`config.mk`:
```
export PLATFORM = sky130hd
export DESIGN_NAME = piso_operand_tx
export DESIGN_NICKNAME = d
export VERILOG_FILES = /design/src/rtl/serial_adder_pkg.sv /design/src/rtl/piso_lane.sv /design/src/rtl/piso_operand_tx.sv
export SDC_FILE = /design/constraint.sdc
export NUM_CORES = 1
export LEC_CHECK = 0
export ABC_AREA = 1
export CAP_MARGIN = 20
export CORE_AREA = 2 2 42 44
export CTS_BUF_LIST = sky130_fd_sc_hd__clkbuf_8 sky130_fd_sc_hd__clkbuf_16
export DETAILED_ROUTE_END_ITERATION = 6
export DIE_AREA = 0 0 44 46
export PLACE_DENSITY_LB_ADDON = 0.3
export SETUP_SLACK_MARGIN = 0.02
export SLEW_MARGIN = 20
export SYNTH_ARGS = -nofsm -noshare
export SYNTH_HDL_FRONTEND = slang
export SYNTH_SLANG_ARGS = --single-unit
```
`constraint.sdc`:
```
create_clock -name clk -period 2.1 [get_ports clk]
set_input_delay 0.21 -clock clk [delete_from_list [all_inputs] [get_ports clk]]
set_output_delay 0.21 -clock clk [all_outputs]
set_load 0.005 [all_outputs]
```
`src/rtl/serial_adder_pkg.sv`:
```
// ---------------------------------------------------------------------------
// serial_adder_pkg
//
// Shared definitions for the serial adder datapath: the operand loader
// (piso_operand_tx), its shift lanes and the result SIPO.
//
// Contents:
//   tx_state_t : loader frame state, IDLE (no frame) or SHIFT (frame active)
//   SA_WIDTH   : system default operand width for the loader and result SIPO
// ---------------------------------------------------------------------------
package serial_adder_pkg;

    typedef enum logic {
        IDLE  = 1'b0,
        SHIFT = 1'b1
    } tx_state_t;

    localparam int SA_WIDTH = 4;

endpackage : serial_adder_pkg

```
`src/rtl/piso_lane.sv`:
```
// ---------------------------------------------------------------------------
// piso_lane
//
// One WIDTH-bit parallel-load, shift-right register with hold. The serial
// output is always bit 0, so the operand leaves LSB first. Zeros are shifted
// in at the top.
//
// Ports:
//   clk      in   clock, rising edge
//   reset    in   asynchronous active-high reset, clears the register
//   load     in   capture par_in (highest priority)
//   clear    in   zero the register (end of frame with no new load)
//   shift_en in   shift right by one with zero fill
//   par_in   in   WIDTH-bit parallel operand
//   ser      out  current serial bit (register bit 0)
//
// When load, clear and shift_en are all low the register holds. This is how
// a stalled stream keeps its current bit stable.
// ---------------------------------------------------------------------------
module piso_lane #(
    parameter int WIDTH = 4
) (
    input  logic             clk,
    input  logic             reset,
    input  logic             load,
    input  logic             clear,
    input  logic             shift_en,
    input  logic [WIDTH-1:0] par_in,
    output logic             ser
);

    logic [WIDTH-1:0] sr_reg;

    always_ff @(posedge clk or posedge reset) begin
        if (reset) begin
            sr_reg <= '0;
        end else if (load) begin
            sr_reg <= par_in;
        end else if (clear) begin
            sr_reg <= '0;
        end else if (shift_en) begin
            sr_reg <= {1'b0, sr_reg[WIDTH-1:1]};
        end
    end

    assign ser = sr_reg[0];

endmodule : piso_lane

```
`src/rtl/piso_operand_tx.sv`:
```
// ---------------------------------------------------------------------------
// piso_operand_tx
//
// Two-lane parallel-in/serial-out operand loader for the serial adder. It
// accepts an (A, B) operand pair through a valid/ready handshake and streams
// both operands LSB first, one bit per lane on every cycle where shift=1.
// The frame strobes let the adder clear its carry on bit 0.
//
// Ports:
//   clk        in   clock, rising edge
//   reset      in   asynchronous active-high reset; any partial frame is lost
//   shift      in   stream enable, shared with the result SIPO (low = stall)
//   load_valid in   a_par/b_par carry an operand pair
//   load_ready out  a pair can be accepted at the next edge
//   a_par      in   operand A, WIDTH bits
//   b_par      in   operand B, WIDTH bits
//   a_ser      out  current A bit
//   b_ser      out  current B bit
//   bit_valid  out  a_ser/b_ser are consumed at this edge
//   first_bit  out  current bit is bit 0 of the frame (carry clear)
//   last_bit   out  current bit is bit WIDTH-1 of the frame
//   busy       out  a frame is in progress
//
// A pair offered while the last bit is being consumed loads on that same
// edge, so consecutive frames run back to back with no idle cycle. Because of
// this, load_ready depends combinationally on shift.
// ---------------------------------------------------------------------------
module piso_operand_tx
    import serial_adder_pkg::*;
#(
    parameter int WIDTH = SA_WIDTH
) (
    input  logic             clk,
    input  logic             reset,
    input  logic             shift,
    input  logic             load_valid,
    output logic             load_ready,
    input  logic [WIDTH-1:0] a_par,
    input  logic [WIDTH-1:0] b_par,
    output logic             a_ser,
    output logic             b_ser,
    output logic             bit_valid,
    output logic             first_bit,
    output logic             last_bit,
    output logic             busy
);

    localparam int CW = $clog2(WIDTH);
    localparam logic [CW-1:0] LAST_CNT = CW'(WIDTH - 1);
    localparam int LANES = 2;

    tx_state_t     state_reg;
    logic [CW-1:0] cnt_reg;

    logic accept;
    logic advance;
    logic finish;

    logic [LANES-1:0][WIDTH-1:0] lane_par;
    logic [LANES-1:0]            lane_ser;

    // Frame strobes and handshake
    assign busy       = (state_reg == SHIFT);
    assign bit_valid  = busy & shift;
    assign first_bit  = busy & (cnt_reg == '0);
    assign last_bit   = busy & (cnt_reg == LAST_CNT);
    assign load_ready = !busy | (last_bit & shift);

    assign accept  = load_valid & load_ready;
    // An accept takes priority over the end-of-frame clear, and the load
    // overrides the shift inside each lane.
    assign advance = bit_valid & !last_bit;
    assign finish  = bit_valid & last_bit & !accept;

    // Operand lanes: index 0 carries A, index 1 carries B
    assign lane_par[0] = a_par;
    assign lane_par[1] = b_par;

    generate
        for (genvar gi = 0; gi < LANES; gi++) begin : g_lane
            piso_lane #(
                .WIDTH (WIDTH)
            ) u_lane (
                .clk      (clk),
                .reset    (reset),
                .load     (accept),
                .clear    (finish),
                .shift_en (advance),
                .par_in   (lane_par[gi]),
                .ser      (lane_ser[gi])
            );
        end
    endgenerate

    assign a_ser = lane_ser[0];
    assign b_ser = lane_ser[1];

    // Frame FSM and bit counter
    always_ff @(posedge clk or posedge reset) begin
        if (reset) begin
            state_reg <= IDLE;
            cnt_reg   <= '0;
        end else if (accept) begin
            state_reg <= SHIFT;
            cnt_reg   <= '0;
        end else if (bit_valid) begin
            if (last_bit) begin
                state_reg <= IDLE;
                cnt_reg   <= '0;
            end else begin
                cnt_reg <= cnt_reg + CW'(1);
            end
        end
    end

endmodule : piso_operand_tx

```
==> out/metrics.yaml, run 1 <==
placed_design:
  place_congestion: 0.7684
  dp_worst_setup_slack_ns: 0.4531
  place.port_buffers: 18
  dpl.cell_count: 115
  dpl_hpwl_mm: 1.104
clock_network:
  clkTransAtPathRegs_ns: 0.05
  tritoncts: "yes"
  cts_hold_repair.buffers: 0
  cts-root-buf: "clkbuf_8"
  clock_insertion_delay_worst_skew_ns: 0.24
  clock_buffer_count_from_cts: 3
  htree_levels: 1
  cts_repair_resize_count: 0
  clock_sink_count: 11
  clockBufferDepth: 2
  post-cts-setup-buffer-count: 0
route:
  dr_total_vias: 579
  wl_per_cell_um: 11.92
  ant_nets: 0
  detail_route.first_pass.iterations: 4
  drtIter0Drc: 13
  route.detailed.drc: 0
  routed_wl_mm: 1.419
  vias_per_cell: 4.866
floorplanning:
  fp.dieArea_um2: 2024
  num_rows: 15
  coreArea_um2: 1614
  design.portCount: 19
  dieWidth_um: 44
  initial_core_util: 0.4186
  die_height_um: 46
power_and_ir_drop:
  p_comb_frac: 0.519
  cellInternalPower_mw: 0.7666
  switching_share: 0.3966
  net-switching-power_mw: 0.5040
  sequentialPowerShare: 0.306
  post-layout-total-power_mw: 1.271
  power.density_cell_area_nw_per_um2: 1399
  ir_worst_vdd_v: 0.0005515
  static-leakage-power_nw: 0.4318
  clockPowerShare: 0.175
final_layout:
  insertedDiodeCount: 0
  area_growth_syn_to_layout_pct: 34.44
  design.final.nets: 117
  mostFrequentLayoutCell: "clkdlybuf4s50_1"
  mostFrequentLayoutCells: "18 x clkdlybuf4s50_1, 14 x inv_1, 11 x dfrtp_1, 9 x nand3_1"
  final_layout_size_suffix_gt1_frac: 0.2647
  flip_flop_count_of_the_largest_register_all_copies_and_words_added: 8
  layoutNonFillerInstCount: 119
setup_path:
  critical_path.endpoint_type: "primary output"
  cp_data_arrival_time_ns: 1.66
  path_class: "reg2out"
  crit_path_cell_trace: "ha_1, nand3_1, nand2_1, clkdlybuf4s50_1"
  timing.critical_path.from_type: "register"
  r2r-end: "cnt_reg[1]$_DFFE_PP0P_"
  worstSetupStartpoint: "cnt_reg[0]$_DFFE_PP0P_"
  slowest_delay_ns: 0.51
  worstSetupPathDepth: 4
  critical-path-top-delay-family: "buffers and inverters"
  worst_r2r_path_depth: 7
  critPathCapture: "load_ready"
  critical_path.max_fanout: 8
  reg2reg_from: "cnt_reg[0]$_DFFE_PP0P_"
  slowest_stage: "clkdlybuf4s50_1"
  worst-endpoint-required_ns: 1.89
  worst-r2r-setup-slack_ns: 0.69
  critical_path.n_buffers_inverters: 1
sta:
  timing.slew.headroom: 0.7202
  setup_slack_ns: 0.2267
  setup-tns-final_ns: 0
  timing.final.crit_share: 0.8920
  hold_slack_ns: 0.2558
  final.setup_skew_ns: 0.0009880
  final_period_minus_worst_setup_slack_ns: 1.873
  report.final.hold_viol_count: 0
  setup_repair_after_global_routing_missed_its_margin: "false"
  worst_pin_slew_ns: 0.4192
  timing.final.setup_violations: 0
  achievable-frequency_mhz: 533.8
  slew_violations: 0
grt:
  grt_pass1_wl_mm: 2.456
  grt.overflow.total: 0
  track_usage: 0.1747
  vias_in_the_first_global_route: 554
  grt_start_max_net_pins: 12
  antenna_found_initial: 0
synthesis:
  synth.top_cells.by_area: "dfrtp_1 41%, inv_1 7.8%, a21oi_2 7.8%"
  syn-cell-area_um2: 675.6
  yosys.cell_types.count: 14
  yosys.area.top_type_share: 0.4074
  synthesized_netlist_cell_count: 81
  yosysWarningCount: 0
  register_bit_count_reported_by_yosys: 11
  synth_top_cell_by_area: "dfrtp_1"
  postSynthAreaPerCell_um2: 8.341
  synth.yosys.seq_area_share: 0.4074
  postSynthNetCount: 95
min_path:
  hold_class: "in2async"
run_status:
  run_status: "finished clean"
flow_run:
  cap_violations: 0
## synthesized netlist by cell type
cell type,count
a21oi_2,6
nand3_1,9
dfrtp_1,11
o21ai_2,3
inv_1,14
nand2_1,8
o21ai_0,5
nand2_2,3
nor2_1,8
buf_6,2
buf_4,2
nor2_2,6
nand3_2,2
ha_1,2
## through the flow
stage | cell area [um^2] | util
after floorplan | 675.6 | -
after global placement | 862.1 | 0.5341
after detailed placement | 862.1 | 0.5341
final | 908.4 | 0.5628
after CTS | 908.4 | 0.5628
after global routing | 908.4 | 0.5628
## power groups by stage
stage	Clock, mW	Combinational, mW	Sequential (mW)
finish	0.222	0.659	0.389
global route	0.237	0.733	0.407
CTS	0.225	0.668	0.393
detailed placement	0	0.664	0.395
global placement	0	0.650	0.384
floorplan	0	0.456	0.381
## layer usage
layer,routed length (um),vias up,track usage
li1,-,295,-
met1,611,265,0.2000
met2,707,16,0.3000
met3,81,3,0.05556
met4,19,0,0.07273
met5,0,-,0
## worst register-to-register path, cell delays in order, from the launching register on
cell and delay, ns:
dfrtp_1 0.36, ha_1 0.33, nand3_1 0.12, nand2_1 0.10, buf_4 0.18, nand2_1 0.09
nand3_2 0.07, o21ai_2 0.06
## worst min path at each step
stage                                           start                                      to  cells after the start
2_1_floorplan                                   reset                        busy$_DFFE_PP0P_                      1
3_3_place_gp   g_lane[1].u_lane.sr_reg[3]$_DFFE_PP0P_  g_lane[1].u_lane.sr_reg[3]$_DFFE_PP0P_                      2
3_5_place_dp   g_lane[1].u_lane.sr_reg[3]$_DFFE_PP0P_  g_lane[1].u_lane.sr_reg[3]$_DFFE_PP0P_                      2
4_1_cts                                         reset  g_lane[0].u_lane.sr_reg[2]$_DFFE_PP0P_                      2
5_1_grt                                         reset  g_lane[0].u_lane.sr_reg[2]$_DFFE_PP0P_                      2
6_report                                        reset  g_lane[0].u_lane.sr_reg[2]$_DFFE_PP0P_                      2
## kinds of logic after synthesis
logic type | count (synthesis) | share of synthesized area
adder cells (fa/ha/maj) | 2 | 0.03703
flip-flops | 11 | 0.4074
buffers and inverters | 18 | 0.1333
AO/OA/AOI/OAI | 14 | 0.1537
AND/OR/NAND/NOR | 36 | 0.2685
## cell type report
cell class | count | area (um^2)
timing repair buffer | 21 | 202.7
sequential | 11 | 275.3
clock inverter | 1 | 5.005
tap | 17 | 21.27
clock buffer | 3 | 41.29
fill | 160 | 705.7
inverter | 14 | 52.55
multi-input combinational | 52 | 310.3
Note: power is estimated with default switching activity, not from simulation.
==> run 2: changes to the inputs <==
DONT_BUFFER_PORTS = 1   (was not set)
==> run 2 against run 1 <==
  * Critical path depth shrank 1
  * Power shrank 16%
  * Routed wire length shrank 13%
  * Cell area shrank 21%
  * Critical endpoint unchanged
  * Non-clock buffer count shrank 20
  * Global-route usage shrank 1.8 points
==> out/metrics.yaml, run 2 (same netlist as run 1, synthesis figures left out) <==
route:
  route.detailed.drc: 0  # unchanged
  ant_nets: 0  # unchanged
  dr_total_vias: 491  # was 579
  routed_wl_mm: 1.235  # was 1.419 mm
  drtIter0Drc: 9  # was 13
  vias_per_cell: 4.960  # was 4.866
  detail_route.first_pass.iterations: 4  # unchanged
  wl_per_cell_um: 12.47  # was 11.92 um
setup_path:
  cp_data_arrival_time_ns: 1.34  # was 1.66 ns
  worst-endpoint-required_ns: 1.89  # about the same
  critical_path.endpoint_type: "primary output"  # unchanged
  critical_path.max_fanout: 11  # was 8
  path_class: "reg2out"  # unchanged
  timing.critical_path.from_type: "register"  # unchanged
power_and_ir_drop:
  power.density_cell_area_nw_per_um2: 1498  # was 1399 nW/um^2
  ir_worst_vdd_v: 0.0005637  # was 0.0005515 V
  post-layout-total-power_mw: 1.070  # was 1.271 mW
  static-leakage-power_nw: 0.3528  # was 0.4318 nW
final_layout:
  final_util: 0.4426  # was 0.5628
  area_growth_syn_to_layout_pct: 5.741  # was 34.44%
  design.final.nets: 97  # was 117
  flip_flop_count_of_the_largest_register_all_copies_and_words_added: 8  # unchanged
  mostFrequentLayoutCell: "inv_1"  # was clkdlybuf4s50_1
  number_of_inserted_filler_cells_in_the_final_layout: 175  # was 160
  multi_input_comb_area_um2: 310.3  # unchanged
  seqCellArea_um2: 275.3  # unchanged
  mostFrequentLayoutCells: "15 x inv_1, 11 x dfrtp_1, 9 x nand3_1, 8 x nand2_1, 8 x nor2_1"  # was 18 x clkdlybuf4s50_1, 14 x inv_1, 11 x dfrtp_1, 9 x nand3_1
  insertedDiodeCount: 0  # unchanged
  final_layout_size_suffix_gt1_frac: 0.2805  # was 0.2647
sta:
  report.final.hold_viol_count: 0  # unchanged
  setup_repair_after_global_routing_missed_its_margin: "false"  # unchanged
  slew_violations: 0  # unchanged
  timing.final.crit_share: 0.7393  # was 0.8920
  setup-tns-final_ns: 0  # unchanged
  timing.final.setup_violations: 0  # unchanged
  final_period_minus_worst_setup_slack_ns: 1.552  # was 1.873 ns
  timing.slew.headroom: 0.7082  # was 0.7202
  final.setup_skew_ns: 0.001382  # was 0.0009880 ns
  worst_pin_slew_ns: 0.4372  # was 0.4192 ns
  achievable-frequency_mhz: 644.1  # was 533.8 MHz
clock_network:
  post-cts-setup-buffer-count: 0  # unchanged
  clockBufferDepth: 2  # unchanged
  clkTransAtPathRegs_ns: 0.05  # about the same
  clock_insertion_delay_worst_skew_ns: 0.23  # was 0.24 ns
  htree_levels: 1  # unchanged
  cts-root-buf: "clkbuf_8"  # unchanged
  tritoncts: "yes"  # unchanged
  clock_sink_count: 11  # unchanged
  clock_buffer_count_from_cts: 3  # unchanged
  cts_repair_resize_count: 0  # unchanged
grt:
  grt_pass1_wl_mm: 2.242  # was 2.456 mm
  vias_in_the_first_global_route: 513  # was 554
  antenna_found_initial: 0  # unchanged
  track_usage: 0.1571  # was 0.1747
  grt_start_max_net_pins: 12  # unchanged
  grt.overflow.total: 0  # unchanged
floorplanning:
  coreArea_um2: 1614  # unchanged
  die_height_um: 46  # unchanged
  dieWidth_um: 44  # unchanged
  fp.dieArea_um2: 2024  # unchanged
  num_rows: 15  # unchanged
  initial_core_util: 0.4186  # unchanged
  design.portCount: 19  # unchanged
placed_design:
  place.port_buffers: 0  # was 18
  dpl_hpwl_um: 893.8  # was 1.104 mm
  place_congestion: 0.7191  # was 0.7684
min_path:
  hold_class: "in2reg"  # was in2async
flow_run:
  cap_violations: 0  # unchanged
run_status:
  run_status: "finished clean"  # unchanged
-- run 2: changes by cell type in the layout (fill, tap and decap cells not counted), sizes merged --
cell           change
clkdlybuf4s50     -18
inv                +1
dlygate4sd3        +1
clkinv             -1
buf                -3
-- run 2: path summary, 6_finish.rpt --
| check | start | endpoint | slack, ns | cells past startpoint |
|---|---|---|---|---|
| setup / recovery | cnt_reg[1]$_DFFE_PP0P_ | load_ready | 0.55 | 3 |
| hold / removal | load_valid | g_lane[1].u_lane.sr_reg[2]$_DFFE_PP0P_ | 0.12 | 2 |
| setup reg to reg | cnt_reg[1]$_DFFE_PP0P_ | cnt_reg[1]$_DFFE_PP0P_ | 0.58 | 6 |
| hold reg to reg | g_lane[1].u_lane.sr_reg[3]$_DFFE_PP0P_ | g_lane[1].u_lane.sr_reg[3]$_DFFE_PP0P_ | 0.50 | 2 |
| max in group asynchronous | reset | g_lane[0].u_lane.sr_reg[1]$_DFFE_PP0P_ | 1.38 | 2 |
| min in group asynchronous | reset | g_lane[0].u_lane.sr_reg[2]$_DFFE_PP0P_ | 0.42 | 2 |
-- run 2: final cells by class --
cell class              count  share of cell area
multi-input cells          52              0.4343
flip-flops and latches     11              0.3853
inverters                  14             0.07356
clock buffers               3             0.05779
well taps                  17             0.02977
repair buffers              1             0.01401
clock inverters             1            0.005254
-- run 2: critical path: stages (launching register included) --
cell	delay, ns
dfrtp_1	0.35
ha_1	0.33
nand3_1	0.11
nand2_1	0.32
-- run 2: metrics by stage --
| stage | setup slack (ns) | cell area (um^2) | instances | hold slack [ns] |
|---|---|---|---|---|
| 2_1_floorplan | 0.8860 | 675.6 | 81 | 0.06244 |
| 3_3_place_gp | 0.6498 | 659.4 | 94 | 0.1211 |
| 5_1_grt | 0.4427 | 714.4 | 99 | 0.1138 |
| 6_report | 0.5475 | 714.4 | 99 | 0.1153 |
| 3_5_place_dp | 0.5883 | 659.4 | 94 | 0.1306 |
| 4_1_cts | 0.5399 | 714.4 | 99 | 0.1148 |
-- run 2: per-layer routing --
| metal | GRT usage | routed length [um] | vias up |
|---|---|---|---|
| met4 | 0.09091 | 17 | 0 |
| li1 | - | - | 254 |
| met3 | 0.03571 | 70 | 2 |
| met5 | 0 | 0 | - |
| met2 | 0.2294 | 582 | 16 |
| met1 | 0.2117 | 566 | 219 |
-- run 2: power by group --
part | switching (mW) | internal (mW) | leakage, nW
Clock | 0.0781 | 0.128 | 0.0269
Sequential | 0.0782 | 0.315 | 0.132
Combinational | 0.293 | 0.177 | 0.194
-- run 2: what timing repair did --
action                                  CTS  global route
hold endpoints to repair                 11             0
endpoints found under the setup margin    0             0
hold buffers                              1             0
==> patch, RTL diff (flow settings as in run 2) <==
`SA_WIDTH`: 4 -> 2.
--- a/src/rtl/serial_adder_pkg.sv
+++ b/src/rtl/serial_adder_pkg.sv
@@ -17,3 +17,3 @@
 
-    localparam int SA_WIDTH = 4;
+    localparam int SA_WIDTH = 2;
 
Interface: changed (resized a_par and b_par); port bits go from 19 to 15. The function was not compared with the original's and may differ.
==> patch against run 2 <==
  * Synthesized area decreased by 54%
  * Routed wire length is 38% lower
  * Highest routed layer unchanged
  * Global-route usage is 6.0 points lower
  * Fmax grew 32%
  * Register-to-register slack improved by 450 ps
  * Die area unchanged
  * Hold slack worse by 31 ps
  * Setup slack better by 380 ps
  * Sequential cell count fell by 5
  * Utilization fell by 21 points
  * Power decreased by 53%
  * Cell count shrank 40%
  * Design area fell by 47%
==> patch: results (changes against run 2) <==
[status]
status=finished clean  ; unchanged

[synthesis]
synth-adder-area-share_pct=0  ; was 3.70%
yosys-top-cells-count=8 x nand2_1, 6 x dfrtp_1, 5 x inv_1  ; was 14 x inv_1, 11 x dfrtp_1, 9 x nand3_1
avgSynthCellArea_um2=8.10  ; was 8.34 µm²
synthDistinctLibCells=12  ; was 14
ys_seq_area_share_pct=48.8  ; was 40.7%
synth-compound-area-share_pct=10.2  ; was 15.4%
yosys-top-cells-area=dfrtp_1 49%, nand2_1 9.8%, nand3_1 6.5%, nand3_2 6.5%, inv_1 6.1%  ; was dfrtp_1 41%, inv_1 7.8%, a21oi_2 7.8%, nand3_1 6.7%, nor2_2 5.6%

[critical_path]
rr_endpoint=g_lane[1].u_lane.sr_reg[0]  ; was cnt_reg[1]
crit_path_start=busy  ; was cnt_reg[1]
worstPathArrival_ps=960  ; was 1340 ps
crit_fanout=6  ; was 11
reg2regPathDepth=5  ; was 6

[min_path]
min_to=busy  ; was g_lane[1].u_lane.sr_reg[2]
min-delay-start=load_valid  ; unchanged
hold_depth=2  ; unchanged

[placement]
placedInstanceArea_um2=329  ; was 659 µm²
dp_worst_setup_slack_ps=1030  ; was 588 ps
gp_routability_congestion=0.664  ; was 0.719
dp_cells=55  ; was 94
dp_hpwl_um=568  ; was 894 µm

[final_layout]
buf_share_pct=2.63  ; was 1.40%
nFlopsAndLatches=6  ; was 11
n_fill_cell=187  ; was 175
fin_nets=52  ; was 97
fin_cells=59  ; was 99
drive_above_1_share_pct=23.8  ; was 28.0%
largest_reg_flops=4  ; was 8
clock_area_share_pct=10.9  ; was 6.30%
seq_share_pct=39.5  ; was 38.5%
inverters=6  ; was 14
multiInputCombCellCount=26  ; was 52
multi_input_area_um2=135  ; was 310 µm²

[power]
seqPwrFrac_pct=39.5  ; was 36.8%
intPower_uw=330  ; was 621 µW
pg_clk_uw=175  ; was 206 µW
ir_drop_uv=351  ; was 564 µV
p_leak_nw=0.190  ; was 0.353 nW

[clocking]
cts_tree=done  ; unchanged

[global_routing]
grt_use_total_pct=9.68  ; was 15.7%
grt_pass1_wl_um=1280  ; was 2240 µm
grt_max_degree=7  ; was 12

[detailed_routing]
drt_iter0_drc=1  ; was 9
wl_per_cell_um=13.0  ; was 12.5 µm
vias=259  ; was 491
first_pass_iters=2  ; was 4

[timing]
finalClockSkew_ps=0.699  ; was 1.38 ps
fmax_mhz=853  ; was 644 MHz
relSlewSlack_pct=81.8  ; was 70.8%

patch: cell types whose count changed after synthesis, sizes merged, moves of 5 or more:
cell,delta
dfrtp,-5
nand3,-5
nor2,-10
inv,-8
o21ai,-6
patch: repair_timing:
action	4_1_cts	5_1_grt
gates resized for setup	0	0
hold buffers	1	0
hold endpoints to repair	6	0
endpoints found under the setup margin	0	0
setup buffers	0	0
patch: stage by stage:
| stage | hold WS, ps | power (mW) | util [%] |
|---|---|---|---|
| finish | 84.2 | 0.508 | 23.6 |
| detailed placement | 40.7 | 0.336 | 20.4 |
| CTS | 85.2 | 0.519 | 23.6 |
| global route | 96.2 | 0.553 | 23.6 |
| global placement | 42.3 | 0.334 | 20.4 |
| floorplan | 0.959 | 0.302 | - |
patch: routing by layer:
metal,routed length (µm),up-vias,GRT usage (%)
li1,-,129,-
met1,317,117,10.1
met2,363,10,14.4
met3,61,3,5.56
met4,23,0,7.27
met5,0,-,0
patch: critical path: stages (launching register included):
cell and delay [ps]:
dfrtp_1 440, nand3_1 130, nand2_2 170
